### src/rtl/trg_frame_builder.sv
// Self-triggering frame builder for one ADC channel: threshold trigger, header/data/footer framing.
// Define FOOTER_HITCNT_EN to put the per-frame over-threshold beat count into the footer.
module trg_frame_builder #(
    parameter int POST_ACQUI_LEN       = 38,
    parameter int ACQUI_LEN            = 100,
    parameter int TIME_STAMP_WIDTH     = 49,
    parameter int ADC_RESOLUTION_WIDTH = 12,
    parameter int S_AXIS_TDATA_WIDTH   = 128,
    parameter int CHANNEL_ID           = 0
) (
    input  logic                                   AXIS_ACLK,
    input  logic                                   AXIS_ARESET,
    input  logic [S_AXIS_TDATA_WIDTH-1:0]          S_AXIS_TDATA,
    input  logic                                   S_AXIS_TVALID,
    input  logic signed [ADC_RESOLUTION_WIDTH:0]   THRESHOLD_VAL,
    input  logic signed [ADC_RESOLUTION_WIDTH-1:0] BASELINE,
    input  logic [TIME_STAMP_WIDTH-1:0]            CURRENT_TIME,
    output logic [S_AXIS_TDATA_WIDTH-1:0]          DOUT,
    output logic                                   DOUT_VALID,
    output logic                                   TRIGGERED
);

    localparam int SAMPLES = S_AXIS_TDATA_WIDTH / 16;
    localparam int CNT_W   = 16;
    localparam int HDR_PAD = S_AXIS_TDATA_WIDTH - 16 - TIME_STAMP_WIDTH - (2 * ADC_RESOLUTION_WIDTH + 1);
    localparam int FTR_PAD = S_AXIS_TDATA_WIDTH - 16 - 2 * CNT_W;

    localparam logic [CNT_W-1:0] POST_LEN = CNT_W'(POST_ACQUI_LEN);
    localparam logic [CNT_W-1:0] MAX_LEN  = CNT_W'(ACQUI_LEN);
    localparam logic [7:0]       CH_ID    = 8'(CHANNEL_ID);

    typedef enum logic [1:0] {
        IDLE,
        HEADER,
        DATA,
        FOOTER
    } state_t;

    state_t state_q, state_d;

    logic [S_AXIS_TDATA_WIDTH-1:0] r1_data, r2_data;
    logic                          r1_valid, r2_valid;
    logic                          r1_hit, r2_hit;
    logic signed [ADC_RESOLUTION_WIDTH:0] sample_ext;

    logic [CNT_W-1:0] data_cnt_q, data_cnt_d;
    logic [CNT_W-1:0] post_cnt_q, post_cnt_d;
    logic [CNT_W-1:0] hit_field;

    logic [S_AXIS_TDATA_WIDTH-1:0] dout_d;
    logic                          dout_valid_d;
    logic                          emit;

    // Two-deep input pipeline: r1 feeds the trigger, r2 is what reaches DOUT.
    always_ff @(posedge AXIS_ACLK) begin
        // NOTE: registers take non-blocking assignments so every flop samples pre-edge values.
        if (AXIS_ARESET) begin
            r1_data  <= '0;
            r1_valid <= 1'b0;
            r2_data  <= '0;
            r2_valid <= 1'b0;
            r2_hit   <= 1'b0;
        end else begin
            r1_data  <= S_AXIS_TDATA;
            r1_valid <= S_AXIS_TVALID;
            r2_data  <= r1_data;
            r2_valid <= r1_valid;
            r2_hit   <= r1_hit;
        end
    end

    always_comb begin
        // NOTE: every always_comb output gets a default first so no path can infer a latch.
        r1_hit     = 1'b0;
        sample_ext = '0;
        for (int j = 0; j < SAMPLES; j++) begin
            sample_ext = {r1_data[16*j+15], r1_data[16*j+15 -: ADC_RESOLUTION_WIDTH]};
            if (r1_valid && (sample_ext > THRESHOLD_VAL)) begin
                r1_hit = 1'b1;
            end
        end
    end

`ifdef FOOTER_HITCNT_EN
    logic [CNT_W-1:0] hit_cnt_q, hit_cnt_d;

    always_comb begin
        hit_cnt_d = hit_cnt_q;
        if (state_q == IDLE) begin
            hit_cnt_d = '0;
        end else if (emit && r2_valid && r2_hit && (hit_cnt_q != '1)) begin
            hit_cnt_d = hit_cnt_q + 1'b1;
        end
    end

    always_ff @(posedge AXIS_ACLK) begin
        if (AXIS_ARESET) begin
            hit_cnt_q <= '0;
        end else begin
            hit_cnt_q <= hit_cnt_d;
        end
    end

    assign hit_field = hit_cnt_q;
`else
    assign hit_field = '0;
`endif

    // The header word is registered at trigger time, so later threshold/baseline changes cannot reach it.
    always_comb begin
        state_d      = state_q;
        dout_d       = '0;
        dout_valid_d = 1'b0;
        data_cnt_d   = data_cnt_q;
        post_cnt_d   = post_cnt_q;
        emit         = 1'b0;

        case (state_q)
            IDLE: begin
                if (r1_hit) begin
                    state_d      = HEADER;
                    dout_d       = {8'hAA, CH_ID, CURRENT_TIME, THRESHOLD_VAL, BASELINE, {HDR_PAD{1'b0}}};
                    dout_valid_d = 1'b1;
                    data_cnt_d   = '0;
                    post_cnt_d   = POST_LEN;
                end
            end
            HEADER: begin
                state_d = DATA;
                emit    = 1'b1;
            end
            DATA: begin
                if ((post_cnt_q == '0) || (data_cnt_q == MAX_LEN)) begin
                    state_d      = FOOTER;
                    dout_d       = {8'h55, CH_ID, data_cnt_q, hit_field, {FTR_PAD{1'b0}}};
                    dout_valid_d = 1'b1;
                end else begin
                    emit = 1'b1;
                end
            end
            FOOTER: begin
                state_d = IDLE;
            end
            default: begin
                state_d = IDLE;
            end
        endcase

        // Invalid slots leave a gap on DOUT and freeze both counters.
        if (emit && r2_valid) begin
            dout_d       = r2_data;
            dout_valid_d = 1'b1;
            data_cnt_d   = data_cnt_q + 1'b1;
            post_cnt_d   = r2_hit ? POST_LEN : (post_cnt_q - 1'b1);
        end
    end

    always_ff @(posedge AXIS_ACLK) begin
        if (AXIS_ARESET) begin
            state_q    <= IDLE;
            DOUT       <= '0;
            DOUT_VALID <= 1'b0;
            data_cnt_q <= '0;
            post_cnt_q <= '0;
        end else begin
            state_q    <= state_d;
            DOUT       <= dout_d;
            DOUT_VALID <= dout_valid_d;
            data_cnt_q <= data_cnt_d;
            post_cnt_q <= post_cnt_d;
        end
    end

    assign TRIGGERED = (state_q == HEADER) || (state_q == DATA);

endmodule

### config.mk
export PLATFORM = sky130hd
export DESIGN_NAME = trg_frame_builder
export DESIGN_NICKNAME = d
export VERILOG_FILES = /design/src/rtl/trg_frame_builder.sv
export SDC_FILE = /design/constraint.sdc
export NUM_CORES = 1
export LEC_CHECK = 0
export CAP_MARGIN = 5
export CORE_MARGIN = 2
export CORE_UTILIZATION = 40
export DETAILED_ROUTE_END_ITERATION = 6
export MAX_ROUTING_LAYER = met4
export PLACE_DENSITY = 0.66
export SKIP_LAST_GASP = 1
export SLEW_MARGIN = 20
export SYNTH_ARGS = -nofsm -noshare
export SYNTH_HDL_FRONTEND = slang
export SYNTH_SLANG_ARGS = --single-unit
export TNS_END_PERCENT = 50
### constraint.sdc
create_clock -name AXIS_ACLK -period 6.4 [get_ports AXIS_ACLK]
set_input_delay 1.28 -clock AXIS_ACLK [delete_from_list [all_inputs] [get_ports AXIS_ACLK]]
set_output_delay 1.28 -clock AXIS_ACLK [all_outputs]
set_load 0.01 [all_outputs]
=== After elaboration in Yosys (flattened, before gate mapping) ===
Cells that the tools add are included.

* Bits in registers: 422
* Latch bits: 0
* RAM bits: 0
* ROM bits: 0
* Input bits: 205
* Logic and storage cells: 71
* Memories: 0

* Add/subtract/negate cells: 2
* Multiply operators: 0
* Div/mod/pow operators: 0
* $lt $le $gt $ge: 8
* Equal/unequal tests: 6
* Shifts and indexed selects: 0
* Mux-type cells: 28
* Bitwise operators: 0
* Reductions and logical operators: 17

{| class="wikitable"
|+ Operators with widths
! kind !! count
|-
| two-way mux 128 bit || 2
|-
| one-hot mux 128 bit (2 select lines) || 1
|-
| two-way mux 127 bit || 1
|-
| two-way mux 16 bit || 7
|-
| greater-than comparator 12 x 13 -> 1 bit || 8
|-
| adder 16 x 1 -> 16 bit, second input constant || 1
|-
| == test 16 x 7 -> 1 bit, second input constant || 1
|-
| logical NOT 16 bit || 1
|-
| subtractor 16 x 1 -> 16 bit, second input constant || 1
|-
| two-way mux 1 bit || 12
|-
| logical AND 1 bit || 9
|-
| one-hot mux 2 bit (4 select lines) || 1
|-
| == test 2 bit, second input constant || 2
|-
| two-way mux 2 bit || 2
|-
| inequality test 2 bit, second input constant || 2
|-
| one-hot mux 1 bit (2 select lines) || 2
|-
| AND reduction 2 bit || 2
|-
| nonzero test 2 bit || 2
|-
| == test 2 x 1 -> 1 bit, second input constant || 1
|-
| logical NOT 2 bit || 1
|-
| logical OR 1 bit || 2
|}

=== Depth between registers and ports, before layout ===
* Word-level depth: 13
* Mapped depth: 12
* Depth with buffers taken out: 10

=== Worst setup path after synthesis ===
Ideal clock, no wire load.

* Path kind: input to register
* Start: input port THRESHOLD_VAL[4]
* End: register post_cnt_q[1]
* Setup time: 0.115 ns
* Arrival time: 3.573 ns
* Required time: 6.285 ns
* Path slack: 2.712 ns
* Cell stages on the path: 12
* Path through: inv_1 > ha_1 > a21oi_1 > o221ai_1 > a221oi_1 > xnor2_1 > o22ai_1 > nor4_4 > o21ai_1 > buf_2 > buf_6 > o21a_1

* Word-level cells in the longest chain between the ends: 12
* Elaborated cells on any way between the ends: 26

{| class="wikitable"
|+ RTL lines
! what !! RTL line !! RTL
|-
| start: declaration || 15 || <nowiki>input logic signed [ADC_RESOLUTION_WIDTH:0] THRESHOLD_VAL,</nowiki>
|-
| greater-than comparator 12 x 13 -> 1 bit || 78 || <nowiki>if (r1_valid && (sample_ext > THRESHOLD_VAL)) begin</nowiki>
|-
| logical AND 1 bit || 78 ||
|-
| two-way mux 1 bit (7 in series) || 78 ||
|-
| two-way mux 1 bit (*) || 78 ||
|-
| nonzero test 2 bit (no line) (*) || n/a ||
|-
| AND reduction 2 bit (no line) (*) || n/a ||
|-
| end signal: assignment || 170 || <nowiki>post_cnt_q <= post_cnt_d;</nowiki>
|-
| end: declaration || 47 || <nowiki>logic [CNT_W-1:0] post_cnt_q, post_cnt_d;</nowiki>
|}

Every way passes the cells marked *; elsewhere a longest branch is shown, timed or not.
A chain may end at the register's enable or synchronous reset.

=== Worst setup path in the final report ===
* Start: input port THRESHOLD_VAL[4]
* End: register DOUT[91]

* Word-level cells in the longest chain between the ends: 13
* Elaborated cells on any way between the ends: 27

{| class="wikitable"
|+ RTL lines
! what !! RTL line !! RTL
|-
| greater-than comparator 12 x 13 -> 1 bit || 78 ||
|-
| logical AND 1 bit || 78 ||
|-
| two-way mux 1 bit (7 in series) || 78 ||
|-
| two-way mux 1 bit (*) || 78 ||
|-
| two-way mux 128 bit (*) || 120 || <nowiki>if (r1_hit) begin</nowiki>
|-
| one-hot mux 128 bit (2 select lines) (*) || 118 || <nowiki>case (state_q)</nowiki>
|-
| two-way mux 128 bit (*) || 150 || <nowiki>if (emit && r2_valid) begin</nowiki>
|-
| end signal: assignment || 167 || <nowiki>DOUT <= dout_d;</nowiki>
|-
| end: declaration || 18 || <nowiki>output logic [S_AXIS_TDATA_WIDTH-1:0] DOUT,</nowiki>
|}

Marked as above.

==> summary.txt <==
Outcome
  • Status: finished, final reports clean

Setup path
  • Kind of end point of the critical path: flop
  • Req. time, crit path: 6900 ps
  • Critical Path Start Type: primary input
  • Worst reg-to-reg setup slack: 2720 ps
  • FF-to-FF path depth: 10
  • Crit-path max cell delay: 640 ps
  • Slowest-stage cell, CP: buf_4
  • Worst path arrival time: 5180 ps
  • CP top delay family: buffers and inverters
  • Critical path type: primary input to flop
  • R2r startpoint: post_cnt_q[0]$_SDFFE_PP0P_
  • RR Endpoint: DOUT[91]$_SDFF_PP0_
  • Worst Setup SP: THRESHOLD_VAL[4]
  • Buffer and inverter count on the worst path: 3
  • Crit-path max FO: 66
  • Critical path cell sequence: clkdlybuf4s50_1 > inv_1 > ha_1 > a21oi_1 > o221ai_1 > a221oi_1 > xnor2_1 > o22ai_1 > nor4_4 > nor3_4 > buf_4 > a22o_1

Place
  • Input/output buffers: 334
  • Routability cong.: 0.838
  • Post-DP HPWL: ~28000 um

Logic synthesis
  • Synth async-reset ratio: 0
  • Sequential element share of the synthesized area: 0.561
  • Ys flop type: dfxtp_1
  • Post-Syn Area: 15000 um2
  • Top cell type's share of synthesized area: 0.561
  • Synthesized instance count: 1372
  • Synth area leaders: dfxtp_1 (56%), nor2b_1 (11%), ha_1 (9.1%), a22o_1 (4.3%), and2_1 (1.9%)
  • Synth Register Bits: 422
  • Synth Warn #: 0
  • Syn Nets: 1687
  • Synth cell types: 61
  • Syn_area_per_cell: about 11 um2
  • Post-synth EDFFs: 0
  • Biggest area consumer among synthesized cells: dfxtp_1

Global routing
  • First-pass GRT wire length: 59100 um
  • Largest net degree at the start of global routing: 147
  • GR Overflow Total: 0
  • Initial antenna violation count: 6
  • GRT Util Overall: 0.204
  • Vias in the first global route: 10700

STA
  • Final-report hold violation count: 0
  • Final Max Slew Viols: 0
  • RSZ-0062 raised after global routing: no
  • WHS: 421 ps
  • Max Freq: approximately 210 MHz
  • Worst-Margin Slew: around 920 ps
  • Final setup TNS: 0 ps
  • Clock skew: 19.7 ps
  • Crit path time final: 4680 ps
  • Relative slew slack: 0.387
  • Endpoints failing setup: 0
  • Fin crit share: 0.731

Worst hold path
  • Hold Path Class: flop to flop
  • Worst min-delay path startpoint: r2_data[124]$_SDFF_PP0_
  • Worst hold stages: 1
  • Hold endpoint: DOUT[124]$_SDFF_PP0_

Floorplan
  • Die Ht: 198 um
  • I/O pin count: about 340
  • Die area: a little under 40000 um2
  • Core area: 37400 um2
  • Number of core rows: between 70 and 80
  • Initial Util: 0.402
  • Die width: 198 um

Clock tree
  • CTS Sinks: 422
  • CTS tree: built
  • TritonCTS Buffers: 45
  • H-tree levels: 2
  • Clock buffer depth: 3
  • Clock Latency Late Sink: 570 ps
  • Root cell of the clock tree: clkbuf_16
  • Clock slew at reported path FFs: 60 ps
  • Setup bufs post-CTS: 0
  • Number of hold buffers added after CTS: 0
  • PostCTS Resize Cnt: 0

Drt
  • Routed vias/inst: 4.81
  • Via count: 10800
  • Avg WL per Cell: about 17 um
  • Initial DRC Count: between 400 and 500
  • # DRC: 0
  • Antenna-violating nets left: 0
  • Detailed Routing Iterations Pass 1: 4
  • Final wirelength: 38800 um

Finish
  • Fin nets: 2009
  • Syn-to-layout area delta: 35.0%
  • Share of cells above drive strength 1: 0.0573

Pwr
  • Leakage power: 8.34 nW
  • Pwr dens: 303 nW/um2
  • Maximum VDD drop: 0.211 mV
  • Final Power: 6.15 mW

Flow run
  • Max-cap viol count: 0
-- cells by family after synthesis --
| kind of cell | synth area share |
|---|---|
| compound gates | 0.128 |
| xor+xnor | 0.00116 |
| fa+ha+maj | 0.0915 |
| buf+inv | 0.0313 |
| flops | 0.561 |
| mux | 0.00133 |
| simple gates | 0.185 |
-- report_power, final --
part / switching [mW] / internal, mW
sequential: 0.0588 / 2.76
clock: 1.04 / 1.56
combinational: 0.357 / 0.373
-- registers in the layout, summed over array words and instances (netlist names) --
name / cells
DOUT: 128
post_cnt_q: 16
r2_valid: 1
r1_valid: 1
DOUT_VALID: 1
data_cnt_q: 16
r2_data: 128
r1_data: 128
state_q: 2
r2_hit: 1
-- worst register-to-register path, cell delays in order, from the launching register on --
cell and delay [ps]:
dfxtp_1 320, inv_1 70, ha_1 190, nor3b_1 490, nand3_1 400, o311ai_4 440
a21o_4 300, nand2b_2 120, nor3_4 360, buf_4 640, a22o_1 300
-- synthesized netlist by cell type (all sizes together), types with 7 or more instances --
master / count
buf: 22
nand3: 15
clkbuf: 45
o21ai: 15
nor2: 50
nand2b: 10
and2: 46
and3: 13
a22o: 74
nand2: 35
a21o: 32
o21a: 10
ha: 110
a21oi: 50
a211oi: 11
nor2b: 254
a311oi: 19
inv: 37
dfxtp: 422
nor3: 7
nand4: 20
-- routing by layer --
metal | vias up | routed length (um) | share of wire | track usage
li1 | 5413 | - | - | -
met1 | 5020 | 17400 | 0.45 | 0.251
met2 | 292 | 17500 | 0.45 | 0.317
met3 | 81 | 2570 | 0.066 | 0.0577
met4 | 0 | 1350 | 0.035 | 0.0799
met5 | - | 0 | 0 | -
-- stage by stage --
step	utilization	cells	worst slack [ps]	instance area, um2
floorplan	-	1372	2710	15000
global placement	0.502	2158	1230	18800
detailed placement	0.502	2158	1140	18800
CTS	0.543	2239	1720	20300
global route	0.543	2245	1420	20300
finish	0.543	2245	1720	20300
-- placed cells by master (no fill, tap or decap), drive strengths merged, types with 3 or more instances in the layout --
cell type,count
a211oi,11
a21o,32
a21oi,50
a221oi,3
a22o,74
a2bb2oi,4
a311oi,19
a31oi,6
and2,46
and3,13
buf,9
clkbuf,66
clkdlybuf4s50,333
clkinv,9
dfxtp,422
diode,6
ha,110
inv,39
nand2,35
nand2b,10
nand3,15
nand4,20
nor2,50
nor2b,254
nor3,7
nor4,6
o211ai,5
o21a,10
o21ai,15
o21bai,3
o221ai,3
o31ai,6
o41ai,3
or2,6
or3,6
-- worst max path at each step --
stage / depth (start not counted) / slack (ps) / to
finish: 12 / 1720 / DOUT[91]$_SDFF_PP0_
global route: 12 / 1420 / DOUT[85]$_SDFF_PP0_
CTS: 12 / 1720 / DOUT[90]$_SDFF_PP0_
detailed placement: 12 / 1140 / DOUT[85]$_SDFF_PP0_
global placement: 12 / 1230 / DOUT[94]$_SDFF_PP0_
floorplan: 12 / 2710 / post_cnt_q[1]$_SDFFE_PP0P_
-- final cells by class --
| class | count | area, um2 |
|---|---|---|
| fill | 3320 | 17100 |
| sequential | 422 | 8450 |
| multi-input combinational | 846 | 6150 |
| timing repair buffer | 342 | 3410 |
| clock buffer | 66 | 1370 |
| tap | 511 | 639 |
| clock inverter | 15 | 149 |
| inverter | 37 | 139 |
| antenna | 6 | 15.0 |
Note: power is estimated with default switching activity, not from simulation.
